<file path="src/rtl/serial_word_assembler.sv">
// serial_word_assembler
//   Receive side of a framed serial link. Bits shifted out of a remote
//   shift-register chain are collected here and rebuilt into parallel words.
//   Both shift directions of the chain are supported (MSB-first or LSB-first).
//   A completed word goes into a one-word holding register that feeds a
//   valid/ready consumer. The shift register keeps assembling the next word
//   while the holding register waits to be drained.
//
// Ports
//   CLK       in   clock, all state changes on posedge
//   RESET_N   in   asynchronous active-low reset
//   SIN       in   serial data bit
//   SVALID    in   SIN valid this cycle
//   SFRAME    in   with SVALID: first bit of a word
//   DIR       in   0 = MSB-first, 1 = LSB-first, sampled on the framing bit
//   CLEAR     in   synchronous flush of partial word, holding reg, OVERRUN
//   DOUT      out  holding register (assembled word)
//   DVALID    out  DOUT holds an undelivered word
//   DREADY    in   consumer takes DOUT when DVALID & DREADY
//   BUSY      out  a word is partially assembled
//   FRAMEERR  out  one-cycle pulse: SFRAME seen mid-word
//   OVERRUN   out  sticky: a completed word was dropped (holding reg full)
//
// State table
//   state | meaning
//   IDLE  | no partial word; waiting for a framing bit
//   SHIFT | partial word held; count_q bits received so far
//
// Word index 0 is the MSB. The vector is stored descending, so word index i
// lives at vector bit WIDTH-1-i and the numeric value reads naturally.

module serial_word_assembler #(
  parameter int WIDTH = 36
) (
  input  logic             CLK,
  input  logic             RESET_N,
  input  logic             SIN,
  input  logic             SVALID,
  input  logic             SFRAME,
  input  logic             DIR,
  input  logic             CLEAR,
  output logic [WIDTH-1:0] DOUT,
  output logic             DVALID,
  input  logic             DREADY,
  output logic             BUSY,
  output logic             FRAMEERR,
  output logic             OVERRUN
);

  localparam int CW = $clog2(WIDTH + 1);

  typedef enum logic {
    IDLE  = 1'b0,
    SHIFT = 1'b1
  } state_t;

  state_t           state_q, state_d;
  logic [CW-1:0]    count_q, count_d;
  logic [WIDTH-1:0] shreg_q, shreg_d;
  logic [WIDTH-1:0] dout_q, dout_d;
  logic             dir_q, dir_d;
  logic             dvalid_q, dvalid_d;
  logic             frameerr_q, frameerr_d;
  logic             overrun_q, overrun_d;

  logic             dir_eff;
  logic [WIDTH-1:0] shift_base;
  logic [WIDTH-1:0] shifted;

  always_comb begin
    state_d    = state_q;
    count_d    = count_q;
    shreg_d    = shreg_q;
    dout_d     = dout_q;
    dir_d      = dir_q;
    dvalid_d   = dvalid_q;
    frameerr_d = 1'b0;
    overrun_d  = overrun_q;

    // A framing bit starts from an empty register with the freshly sampled
    // direction; any partial word is thrown away.
    dir_eff    = SFRAME ? DIR : dir_q;
    shift_base = SFRAME ? '0 : shreg_q;

    // MSB-first: new bit enters at the LSB end and earlier bits climb
    // toward the MSB. LSB-first: new bit enters at the MSB end and earlier
    // bits fall toward the LSB.
    if (dir_eff) begin
      shifted = {SIN, shift_base[WIDTH-1:1]};
    end else begin
      shifted = {shift_base[WIDTH-2:0], SIN};
    end

    if (dvalid_q && DREADY) begin
      dvalid_d = 1'b0;
    end

    if (SVALID) begin
      if (SFRAME) begin
        frameerr_d = (state_q == SHIFT);
        dir_d      = DIR;
        shreg_d    = shifted;
        count_d    = CW'(1);
        state_d    = SHIFT;
      end else if (state_q == SHIFT) begin
        shreg_d = shifted;
        if (count_q == CW'(WIDTH - 1)) begin
          state_d = IDLE;
          count_d = '0;
          // Room exists if the holding reg is empty or drained this edge.
          if (!dvalid_q || DREADY) begin
            dout_d   = shifted;
            dvalid_d = 1'b1;
          end else begin
            overrun_d = 1'b1;
          end
        end else begin
          count_d = count_q + CW'(1);
        end
      end
    end

    // CLEAR wins over any bit or handshake on the same edge; DOUT is kept.
    if (CLEAR) begin
      state_d    = IDLE;
      count_d    = '0;
      shreg_d    = '0;
      dout_d     = dout_q;
      dir_d      = dir_q;
      dvalid_d   = 1'b0;
      frameerr_d = 1'b0;
      overrun_d  = 1'b0;
    end
  end

  always_ff @(posedge CLK or negedge RESET_N) begin
    if (!RESET_N) begin
      state_q    <= IDLE;
      count_q    <= '0;
      shreg_q    <= '0;
      dout_q     <= '0;
      dir_q      <= 1'b0;
      dvalid_q   <= 1'b0;
      frameerr_q <= 1'b0;
      overrun_q  <= 1'b0;
    end else begin
      state_q    <= state_d;
      count_q    <= count_d;
      shreg_q    <= shreg_d;
      dout_q     <= dout_d;
      dir_q      <= dir_d;
      dvalid_q   <= dvalid_d;
      frameerr_q <= frameerr_d;
      overrun_q  <= overrun_d;
    end
  end

  assign DOUT     = dout_q;
  assign DVALID   = dvalid_q;
  assign BUSY     = (state_q == SHIFT);
  assign FRAMEERR = frameerr_q;
  assign OVERRUN  = overrun_q;

endmodule
</file>
<file path="config.mk">
export PLATFORM = sky130hd
export DESIGN_NAME = serial_word_assembler
export DESIGN_NICKNAME = d
export VERILOG_FILES = /design/src/rtl/serial_word_assembler.sv
export SDC_FILE = /design/constraint.sdc
export NUM_CORES = 1
export LEC_CHECK = 0
export BUFFER_PORTS_ARGS = -buffer_cell sky130_fd_sc_hd__buf_2
export CAP_MARGIN = 20
export CORE_ASPECT_RATIO = 0.8
export CORE_MARGIN = 4
export CORE_UTILIZATION = 52
export DETAILED_ROUTE_END_ITERATION = 6
export PLACE_DENSITY = 0.76
export SYNTH_ARGS = -nofsm -noshare
export SYNTH_HDL_FRONTEND = slang
export SYNTH_SLANG_ARGS = --single-unit
</file>
<file path="constraint.sdc">
create_clock -name CLK -period 1.8 [get_ports CLK]
set_clock_uncertainty 0.1 [all_clocks]
set_input_delay 0.09 -clock CLK [delete_from_list [all_inputs] [get_ports CLK]]
set_output_delay 0.09 -clock CLK [all_outputs]
set_load 0.1 [all_outputs]
</file>
# Word-level counts from Yosys, hierarchy flattened
# Index checks and enable logic that the tools add are counted.
# word_totals
ff_bits	83
inputBits	8
output_inout_bits	40
wordCells	58
# op_classes
add_sub_neg	1
n_eq_ne	3
n_mux	33
n_bitwise	2
reduce_logical	11
# op_table
cell	n
$mux 36	6
$mux 6	5
$mux 1	22
$add 6x1->6 const B	1
$eq 6x6->1 const B	1
$reduce_and 6->1	1
$reduce_bool 2->1	3
$reduce_and 5->1	1
$reduce_and 2->1	2
$reduce_bool 3->1	1
$ne 2x1->1 const B	1
$ne 2x2->1 const B	1
$not 1->1	2
$logic_and 1x1->1	1
$logic_not 1->1	1
$logic_or 1x1->1	1

# Logic depth before layout (Yosys ltp)
# logic_depth
ltp_word	8
ltp_mapped	7
ltp_nobuf	5

# Worst setup path after synthesis
# Ideal clock, no wire load.
# synth_path
path_type	register to register
start	register state_q, in the netlist BUSY
end	register dout_q[0], in the netlist DOUT[0]
setup_ns	0.125
t_arrival_ns	1.956
required_ns	1.575
slack_ns	-0.382
stages_incl_launch_ff	5
n_path_buf	1
synth_period_minus_slack_ns	2.182
cell_sequence	dfrtp_1 -> and4b_1 -> nand3_4 -> buf_6 -> mux2_4
# synth_between
elab_chain_len	1
# synth_rtl
item	line	rtl
start, declared	57	state_t state_q, state_d;
start signal, assigned	147	state_q <= state_d;
$reduce_and 6->1 (no line)	n/a	
end signal, assigned	150	dout_q <= dout_d;
end, declared	60	logic [WIDTH-1:0] dout_q, dout_d;
# Every way passes these cells.
# A chain may end at the register's enable or synchronous reset.

# Worst setup path after layout
# layout_path
start	register count_q[0]
end	register dout_q[28], in the netlist DOUT[28]
# layout_between
elab_chain_len	2
# layout_rtl
item	line	rtl
start, declared	58	logic [CW-1:0] count_q, count_d;
start signal, assigned	148	count_q <= count_d;
$eq 6x6->1	107	if (count_q == CW'(WIDTH - 1)) begin
$reduce_and 6->1 (no line)	n/a	
# Every way passes these cells.

==> key figures <==
Cells and area
  – Layout area overhead: 20.5%
  – Final instance area: 4640 um^2
  – Diodes inserted: 0
  – Fill cell total of the finished layout: 518
  – Proportion of layout cells with a drive suffix above 1: between 30% and 40%
  – Commonest cells after routing, fill and taps aside: sky130_fd_sc_hd__dfrtp_1, sky130_fd_sc_hd__buf_2, sky130_fd_sc_hd__a22o_1
  – Post-route core utilization: 66.0%
  – Count of nets after finishing: 375
  – Most common cell after layout, fill and taps aside: sky130_fd_sc_hd__dfrtp_1

Critical path
  – Critical Path RT: 1930 ps
  – Data arrival time of the worst path: 2050 ps
  – Delay contributed by the slowest stage of the critical path: around 360 ps
  – Highest-delay cell along the critical path: sky130_fd_sc_hd__dfrtp_1
  – Critical path cell sequence: ha_2 -> nor4b_4 -> and4b_2 -> nand3_4 -> buf_12 -> mux2_4
  – Worst path buffer plus inverter count: 1
  – Delay-heaviest family, CP: simple AND/OR/NAND/NOR gates
  – CP endpoint kind: register
  – Max FO, Critical Path: 16
  – Worst Setup Start Kind: register
  – Worst Path Class, Setup: reg -> reg

Clock network
  – Clock transition at the register clock pins on the worst setup and hold paths after CTS: 80 ps
  – Root Buffer Master: sky130_fd_sc_hd__clkbuf_8
  – Clock insertion delay at the later pin of the skew report: 350 ps
  – CTS Buf Count: 9
  – Number of sinks handled by clock tree synthesis: 83
  – Clock tree from TritonCTS: yes
  – H-tree Lvls: 3
  – Clock Path Buffers: 2

Worst hold path
  – Classification of the worst-slack hold path: in -> reg

Synth
  – Portion of the post-synthesis area used by sequential elements: 54.0%
  – Number of warnings issued by yosys: 0
  – Cell count after synthesis: 297
  – Total nets after synthesis: 306
  – Number of synthesized register bits: 83
  – Avg Cell Area, Syn: 13.0 um^2
  – Post-synth EDFFs: 0
  – Async SR Flop Fraction: 100%
  – Main synth FF type: sky130_fd_sc_hd__dfrtp_1
  – Post-synth cell types: 33
  – Total standard cell area after synthesis: 3850 um^2

Pwr
  – Static Leakage: 2.47 nW
  – Worst VDD drop: 0.572 mV
  – Total power density per cell area: 744 nW/um^2

Global routing
  – First-pass GRT wire length: 13.2 mm
  – Met1 track demand over resource in global routing: 26.7%
  – Initial antenna violation count: 0
  – Pin count of the biggest net entering global routing: 46
  – Global route total overflow: 0
  – GRT Overall Usage: 18.3%
  – GR met3 Demand/Resource: between 4 and 5%
  – Met2 global-route usage: 26.6%
  – Vias in the first global route: 2605
  – GRT busiest layer: met1

STA
  – Post-route clock period utilization: 107%
  – Fmax: between 0.5 and 0.6 GHz
  – Number of setup violations in the final report: 36
  – Post-route setup slack: -118 ps
  – Crit path time final: ~1900 ps
  – Worst-margin pin slew: 573 ps
  – Final number of hold-violating endpoints: 0
  – Setup tns final: -3690 ps
  – Normalized max-slew margin: about three fifths
  – Unrepaired setup endpoints after global routing: yes
  – Max-slew violations: 0

Floorplan
  – Core region area: between 7000 and 8000 um^2
  – Total Die Area: between 8000 and 9000 um^2
  – Initial standard-cell utilization of the core: 54.8%
  – Top-level port count: 48
  – Die height: 84.9 um
  – Horiz. Die Dim: 104 um
  – Number of standard-cell rows in the floorplan: 27

Placed design
  – Post-DP Area: ~4300 um^2
  – Post-DP HPWL: 4.98 mm
  – Gpl congestion: 0.860
  – IO buf count: 47
  – Pre-CTS WS: -99.0 ps

Route
  – Vias per Instance: 5.68
  – Number of detailed-routing iterations run before antenna repair: 4
  – Vias post-DR: 2600
  – Post-DRT Antenna Nets: 0
  – Final routed wirelength across all metal layers: 7.73 mm
  – Post-route DRC: 0
  – Average wire per cell in the routed design: ~17 um
  – Initial DRC count: 157

Flow run
  – Max-Cap Viols: 0

Outcome
  – Run status: finished, violations left
  – Failing checks: negative setup slack
==> layer usage <==
metal	share of wire [%]	wire, um
met5	0	0
met3	5.3	413
met4	1.4	107
met1	48	3730
met2	45	3480
==> cell families after synthesis <==
kind of cell    share of synthesized area (%)
buf+inv                                  3.25
mux                                      23.1
simple gates                             8.68
flops                                    54.0
fa+ha+maj                               0.325
compound gates                           10.6
==> sequential cells by signal, indices dropped and copies added (netlist names) <==
register and cells:
BUSY 1, DOUT 36, DVALID 1, FRAMEERR 1
OVERRUN 1, count_q 6, dir_q 1, shreg_q 36
==> tightest hold or removal path: stages <==
cell,delay (ps)
sky130_fd_sc_hd__buf_2,80
sky130_fd_sc_hd__nand2b_1,200
sky130_fd_sc_hd__a21oi_1,90
==> worst paths after layout <==
path	startpoint	endpoint	slack, ps	cells past startpoint
setup / recovery	count_q[0]$_DFFE_PN0P_	DOUT[28]$_DFFE_PN0P_	-120	6
hold / removal	DREADY	DVALID$_DFF_PN0_	50	3
setup reg to reg	count_q[0]$_DFFE_PN0P_	DOUT[28]$_DFFE_PN0P_	-120	6
hold reg to reg	DOUT[28]$_DFFE_PN0P_	DOUT[28]$_DFFE_PN0P_	410	1
max in group asynchronous	RESET_N	DOUT[10]$_DFFE_PN0P_	840	3
min in group asynchronous	RESET_N	DOUT[6]$_DFFE_PN0P_	170	2
==> where the power goes <==
part / leakage [nW] / internal [W] / switching (W)
combinational: 1.23 / 0.000149 / 0.000196
clock: 0.0884 / 0.000572 / 0.000629
sequential: 1.15 / 0.00188 / 0.0000259
total: 2.47 / 0.00260 / 0.000851
==> layout make-up <==
type / count / area (um^2) / share of cell area [%]
Sequential cell: 83 / 2080 / 44.9
Multi-Input combinational cell: 190 / 1670 / 36.1
Timing Repair Buffer: 79 / 581 / 12.5
Clock buffer: 12 / 155 / 3.35
Tap cell: 87 / 109 / 2.35
Clock inverter: 4 / 25.0 / 0.540
Inverter: 3 / 11.3 / 0.243
==> Yosys cell counts, drive strengths merged, types with 2 or more instances <==
cell    number  area, um^2
clkbuf       8        30.0
a21oi        2        10.0
mux2i       36         360
nand2        7        26.3
nor2        37         139
nand2b       2        12.5
inv          3        11.3
mux2        37         529
nor3         2        10.0
nand3        8        52.6
and3         2        12.5
buf         13        83.8
a22o        38         333
dfrtp       83        2080
o21ai        4        20.0
==> metrics by stage <==
step / instances / hold WS [ps] / power (W)
3_3_place_gp: 429 / 21.9 / 0.00226
6_report: 458 / 50.5 / 0.00345
5_1_grt: 458 / 52.0 / 0.00359
2_1_floorplan: 297 / -306 / 0.00214
4_1_cts: 453 / 22.1 / 0.00347
3_5_place_dp: 429 / 28.1 / 0.00226
==> repair_timing <==
item,4_1_cts,5_1_grt
buffers inserted,2,5
endpoints found under the hold margin,48,0
gates cloned,1,0
hold buffers,5,0
resized for setup,2,5
pin swaps,1,2
endpoints found under the setup margin,36,61
Note: power is estimated with default switching activity, not from simulation.
